`config.mk`:
```
export PLATFORM = sky130hd
export DESIGN_NAME = video_cfg_ctrl
export DESIGN_NICKNAME = d
export VERILOG_FILES = /design/src/rtl/video_cfg_ctrl.sv
export SDC_FILE = /design/constraint.sdc
export NUM_CORES = 1
export LEC_CHECK = 0
export ABC_AREA = 1
export CORE_ASPECT_RATIO = 1.5
export CORE_MARGIN = 4
export CORE_UTILIZATION = 47
export DETAILED_ROUTE_END_ITERATION = 12
export PLACE_DENSITY = 0.76
export RECOVER_POWER = 25
export SYNTH_ARGS = -nofsm -noshare
export SYNTH_HDL_FRONTEND = slang
export SYNTH_SLANG_ARGS = --single-unit
```
`constraint.sdc`:
```
create_clock -name clk -period 1.7 [get_ports clk]
set_clock_uncertainty 0.15 [all_clocks]
set_input_delay 0.255 -clock clk [delete_from_list [all_inputs] [get_ports clk]]
set_output_delay 0.255 -clock clk [all_outputs]
set_load 0.005 [all_outputs]
```
`src/rtl/video_cfg_ctrl.sv`:
```
// video_cfg_ctrl: decodes the framed MCU byte stream, forwards OSD traffic and
// manages shadowed video configuration registers committed atomically on vsync.
module video_cfg_ctrl #(
  parameter logic [8:0] AUDIO_DIV_RESET = 9'd280,
  parameter bit         COMMIT_ON_VSYNC = 1'b1
) (
  input  logic       clk,
  input  logic       reset_n,
  input  logic       mcu_start,
  input  logic       mcu_strobe,
  input  logic [7:0] mcu_data,
  output logic [7:0] mcu_dout,
  input  logic       vs_in_n,
  output logic       osd_start,
  output logic       osd_strobe,
  output logic [7:0] osd_data,
  output logic [1:0] system_scanlines,
  output logic [1:0] system_volume,
  output logic       system_wide_screen,
  output logic       ntscmode,
  output logic [8:0] audio_div,
  output logic       cfg_pending
);

  typedef enum logic [2:0] {
    ST_IDLE    = 3'd0,
    ST_CMD     = 3'd1,
    ST_OSD     = 3'd2,
    ST_WADDR   = 3'd3,
    ST_WDATA   = 3'd4,
    ST_RADDR   = 3'd5,
    ST_RDATA   = 3'd6,
    ST_DISCARD = 3'd7
  } state_t;

  state_t      state_r;
  logic [2:0]  ptr_r;
  logic        vs_prev_r;
  logic        wr_d_r;

  logic [1:0]  sh_scan_r;
  logic [1:0]  sh_vol_r;
  logic        sh_wide_r;
  logic        sh_ntsc_r;
  logic [8:0]  sh_adiv_r;

  logic        strobe_s;
  logic        wr_s;
  logic        commit_s;
  logic [2:0]  rd_addr_s;
  logic [7:0]  rd_byte_s;

  // A strobe coinciding with start is dropped; writes happen only in WDATA.
  always_comb begin
    strobe_s = mcu_strobe & ~mcu_start;
    wr_s     = strobe_s & (state_r == ST_WDATA);
  end

  // Commit event: vsync falling edge, or the cycle after a write in immediate mode.
  always_comb begin
    if (COMMIT_ON_VSYNC) begin
      commit_s = vs_prev_r & ~vs_in_n;
    end else begin
      commit_s = wr_d_r;
    end
  end

  // Read-back mux over the live registers; RADDR uses the incoming address, RDATA the next one.
  always_comb begin
    if (state_r == ST_RADDR) begin
      rd_addr_s = mcu_data[2:0];
    end else begin
      rd_addr_s = ptr_r + 3'd1;
    end
    case (rd_addr_s)
      3'd0:    rd_byte_s = {6'd0, system_scanlines};
      3'd1:    rd_byte_s = {6'd0, system_volume};
      3'd2:    rd_byte_s = {7'd0, system_wide_screen};
      3'd3:    rd_byte_s = {7'd0, ntscmode};
      3'd4:    rd_byte_s = audio_div[7:0];
      3'd5:    rd_byte_s = {7'd0, audio_div[8]};
      default: rd_byte_s = 8'd0;
    endcase
  end

  // Transaction FSM with registered OSD and read-back outputs.
  always_ff @(posedge clk or negedge reset_n) begin
    if (!reset_n) begin
      state_r    <= ST_IDLE;
      ptr_r      <= 3'd0;
      osd_start  <= 1'b0;
      osd_strobe <= 1'b0;
      osd_data   <= 8'd0;
      mcu_dout   <= 8'd0;
    end else begin
      osd_start  <= 1'b0;
      osd_strobe <= 1'b0;
      if (mcu_start) begin
        state_r <= ST_CMD;
      end else if (mcu_strobe) begin
        case (state_r)
          ST_CMD: begin
            case (mcu_data)
              8'h01: begin
                state_r   <= ST_OSD;
                osd_start <= 1'b1;
              end
              8'h02:   state_r <= ST_WADDR;
              8'h03:   state_r <= ST_RADDR;
              default: state_r <= ST_DISCARD;
            endcase
          end
          ST_OSD: begin
            osd_strobe <= 1'b1;
            osd_data   <= mcu_data;
          end
          ST_WADDR: begin
            ptr_r   <= mcu_data[2:0];
            state_r <= ST_WDATA;
          end
          ST_WDATA: begin
            ptr_r <= ptr_r + 3'd1;
          end
          ST_RADDR: begin
            ptr_r    <= mcu_data[2:0];
            mcu_dout <= rd_byte_s;
            state_r  <= ST_RDATA;
          end
          ST_RDATA: begin
            ptr_r    <= ptr_r + 3'd1;
            mcu_dout <= rd_byte_s;
          end
          default: state_r <= state_r;
        endcase
      end else begin
        state_r <= state_r;
      end
    end
  end

  // Shadow register file; addresses 6 and 7 have no storage.
  always_ff @(posedge clk or negedge reset_n) begin
    if (!reset_n) begin
      sh_scan_r <= 2'd0;
      sh_vol_r  <= 2'd3;
      sh_wide_r <= 1'b0;
      sh_ntsc_r <= 1'b0;
      sh_adiv_r <= AUDIO_DIV_RESET;
    end else if (wr_s) begin
      case (ptr_r)
        3'd0:    sh_scan_r      <= mcu_data[1:0];
        3'd1:    sh_vol_r       <= mcu_data[1:0];
        3'd2:    sh_wide_r      <= mcu_data[0];
        3'd3:    sh_ntsc_r      <= mcu_data[0];
        3'd4:    sh_adiv_r[7:0] <= mcu_data;
        3'd5:    sh_adiv_r[8]   <= mcu_data[0];
        default: sh_adiv_r      <= sh_adiv_r;
      endcase
    end
  end

  // Live registers load the whole pre-write shadow set at once; a same-cycle write keeps pending set.
  always_ff @(posedge clk or negedge reset_n) begin
    if (!reset_n) begin
      system_scanlines   <= 2'd0;
      system_volume      <= 2'd3;
      system_wide_screen <= 1'b0;
      ntscmode           <= 1'b0;
      audio_div          <= AUDIO_DIV_RESET;
      cfg_pending        <= 1'b0;
    end else begin
      if (commit_s && cfg_pending) begin
        system_scanlines   <= sh_scan_r;
        system_volume      <= sh_vol_r;
        system_wide_screen <= sh_wide_r;
        ntscmode           <= sh_ntsc_r;
        audio_div          <= sh_adiv_r;
      end
      if (wr_s && (ptr_r <= 3'd5)) begin
        cfg_pending <= 1'b1;
      end else if (commit_s) begin
        cfg_pending <= 1'b0;
      end
    end
  end

  // Edge-detect history for vsync and the delayed write flag for immediate commits.
  always_ff @(posedge clk or negedge reset_n) begin
    if (!reset_n) begin
      vs_prev_r <= 1'b1;
      wr_d_r    <= 1'b0;
    end else begin
      vs_prev_r <= vs_in_n;
      wr_d_r    <= wr_s;
    end
  end

endmodule

```
==> impl_metrics.ini <==
[status]
run_status = complete, but fails checks
violations = negative setup slack

[critical_path]
crit_end = mcu_dout[0]
path_common_cell = nor2_1
slowest_delay_ns = 0.39
critPathTopFamily = simple AND/OR/NAND/NOR gates
cp.depth = 12
r2r_slack_ns = -0.07
startpoint = ptr_r[0]
ff2ff_path_depth = 12
cpMaxStageDelayCell = dfrtp_1
cp.arrival_ns = 1.84
endpoint_kind = flop
reg2reg_from = ptr_r[0]
path_max_fanout = 3
crit_required_ns = 1.77
timing.rr.end = mcu_dout[0]
path_class = flop to flop
worst-path-buf-inv = 2
crit_chain = ha_2, ha_4, inv_2, nand2_2, nand2_4, buf_6, nand2_2, nor2_2, nor2_1, nand2_1, nor2_1, nor2_1
startpoint_type = flop

[global_route]
gr-total-overflow = 0
grt_pass1_wl_um = 9570
grt_use_total_pct = 18.2
antenna_found_initial = 0
grt_pass1_vias = 2095
grt_max_degree = 57

[place]
port_buffers = 46
dp.cells = 401
gp_congestion = 0.875
post-place-ws_ns = -0.187
dp_hpwl_um = 4310

[layout]
final_core_utilization_pct = 67.4
area_delta_synth_final_pct = 36.0
instances_no_fill = 415
antennaDiodeCount = 0
multi_input_area_mm2 = 0.00111
drive_above_1_share_pct = 31.7
ff_latch_area_mm2 = 0.00142
nFillCells = 410
nets = 364

[run]
drv_cap = 0

[synth]
synth_top_cell_by_area = dfrtp_1
synth_seq_cells = 56
synthCells = 265
yosysSeqAreaShare_pct = 54.5
ys.warnings.count = 0
synthesis.nets = 283
yosysUniqueCellTypes = 27
syn_area_mm2 = 0.00260
yosysTopAreaCellShare_pct = 43.3
synth_area_per_cell_um2 = 9.81
synth_area_leaders = dfrtp_1 (43%), dfstp_2 (11%), nand2_1 (9.4%)

[timing]
max_freq_mhz = 565
setup_ws_ns = -0.0701
drv_slew = 0
worstMarginPinSlew_ns = 0.741
setup_tns_ns = -0.0701
final_min_period_over_clock_period_pct = 104
hold_viol = 0
period_needed_ns = 1.77
rsz0062_at_grt = true
worst_hold_slack_ns = 0.337
slew_headroom_pct = 50.6
finalSetupViolations = 1

[cts]
cts_tree = yes
clkSinkCount = 56
numCtsBuffers = 5
clock_path_buffers = 2
htreeDepth = 2
root_buffer = clkbuf_8
clkSlewWorstSetupHoldPaths_ns = 0.11
worstSkewPairLatency_ns = 0.31

[power_and_ir_drop]
p_leak_nw = 1.71
pwr_density_cell_mw_per_mm2 = 1140
peakVddDrop_mv = 0.665

[routing]
wire_per_inst_um = 13.7
ant_nets = 0
vias = 2120
drt_iter0_markers = 141
drcViolationCount = 0
dr.pass1.iters = 4
vias_per_cell = 5.11
drt-total-wl_um = 5690

[floorplanning]
rows = 32
die_h_um = 99.1
ios = 47
initial_core_util_pct = 49.5
core_mm2 = 0.00525
dieWidth_um = 68.7
die-area_mm2 = 0.00681

[hold_path]
holdCritPathClass = flop to flop
-- Yosys cell counts --
cell	n
dfrtp_1	45
buf_6	3
a21oi_1	4
inv_2	3
o21ai_2	8
nand4_2	1
nor3_4	2
inv_1	20
buf_2	2
nand2_2	6
o21ai_1	1
nand2_1	65
dfstp_2	11
nand3_1	23
nor3_1	3
nor2_1	11
o21ai_0	25
nand4_1	5
nand3_4	2
ha_1	5
mux2_2	13
nor2_2	1
nand2_4	2
inv_4	1
o31ai_1	1
nor4_1	1
nor2_4	1
-- power breakdown --
| group | internal, W | total [W] | switching, W |
|---|---|---|---|
| registers | 0.00158 | 0.00172 | 0.000149 |
| clock network | 0.000303 | 0.000759 | 0.000455 |
| logic | 0.000729 | 0.00154 | 0.000806 |
| total | 0.00261 | 0.00402 | 0.00141 |
-- logic make-up after synthesis --
kind of cell	count (synthesis)	synth area share, %
buf+inv	29	5.25
simple gates	123	23.5
compound gates	39	8.76
fa+ha+maj	5	2.41
mux	13	5.63
flops	56	54.5
-- metrics by stage --
step           total power, W  cell area (um2)
2_1_floorplan         0.00245             2600
3_3_place_gp          0.00303             3340
3_5_place_dp          0.00308             3340
4_1_cts               0.00392             3490
5_1_grt               0.00427             3530
6_report              0.00402             3530
-- area by class of cell --
cell class,count,area share (%)
flip-flops and latches,56,40.1
multi-input cells,180,31.4
repair buffers,79,20.6
inverters,24,2.69
well taps,68,2.41
clock buffers,5,1.95
clock inverters,3,0.779
-- cells in the final DEF (no fill, tap or decap), drive strengths merged --
cell / n
clkdlybuf4s50: 39
o31ai: 1
dfstp: 11
nand2: 73
nand4: 6
o21ai: 34
dlygate4sd3: 2
clkinv: 1
nand3: 25
nor4: 1
nor2: 13
inv: 25
clkinvlp: 1
ha: 5
nor3: 5
clkbuf: 6
buf: 32
dfrtp: 45
mux2: 13
dlygate4sd2: 5
a21oi: 4
-- registers in the layout, indices dropped and copies added, names as in the netlist --
register and count:
audio_div 9, cfg_pending 1, mcu_dout 8, ntscmode 1, osd_data 8, osd_start 1
osd_strobe 1, ptr_r 3, sh_adiv_r 9, sh_ntsc_r 1, sh_scan_r 2, sh_vol_r 2
sh_wide_r 1, state_r 3, system_scanlines 2, system_volume 2, system_wide_screen 1, vs_prev_r 1
-- what timing repair did --
| action | 4_1_cts | 5_1_grt |
|---|---|---|
| gates cloned | 0 | 0 |
| buffers inserted | 5 | 0 |
| pin swaps | 8 | 15 |
| setup endpoints to repair | 13 | 14 |
| endpoints found under the hold margin | 45 | 0 |
| hold buffers | 1 | 0 |
| resized for setup | 10 | 18 |
-- metal layers --
metal | global-route usage, % | vias to the layer above | wire [um]
met2 | 31.2 | 43 | 3150
met3 | 2.85 | 5 | 193
met1 | 23.1 | 1029 | 2280
li1 | - | 1043 | -
met5 | 0 | - | 0
met4 | 5.11 | 0 | 62
-- worst register-to-register path, stage by stage (launching register included) --
cell and delay [ns]:
dfrtp_1 0.39, ha_2 0.20, ha_4 0.27, inv_2 0.03, nand2_2 0.07, nand2_4 0.06
buf_6 0.12, nand2_2 0.05, nor2_2 0.03, nor2_1 0.09, nand2_1 0.06, nor2_1 0.10
nor2_1 0.05
-- worst min path at each step --
stage                 start                 end  slack (ns)  cells after the start
4_1_cts             reset_n  system_wide_screen        0.32                      3
3_5_place_dp        reset_n            ptr_r[0]        0.12                      2
6_report        mcu_dout[1]         mcu_dout[1]        0.34                      2
2_1_floorplan       reset_n        audio_div[0]       -0.19                      0
3_3_place_gp        reset_n            ptr_r[0]        0.12                      2
5_1_grt        sh_adiv_r[4]        sh_adiv_r[4]        0.36                      2
Note: power is estimated with default switching activity, not from simulation.
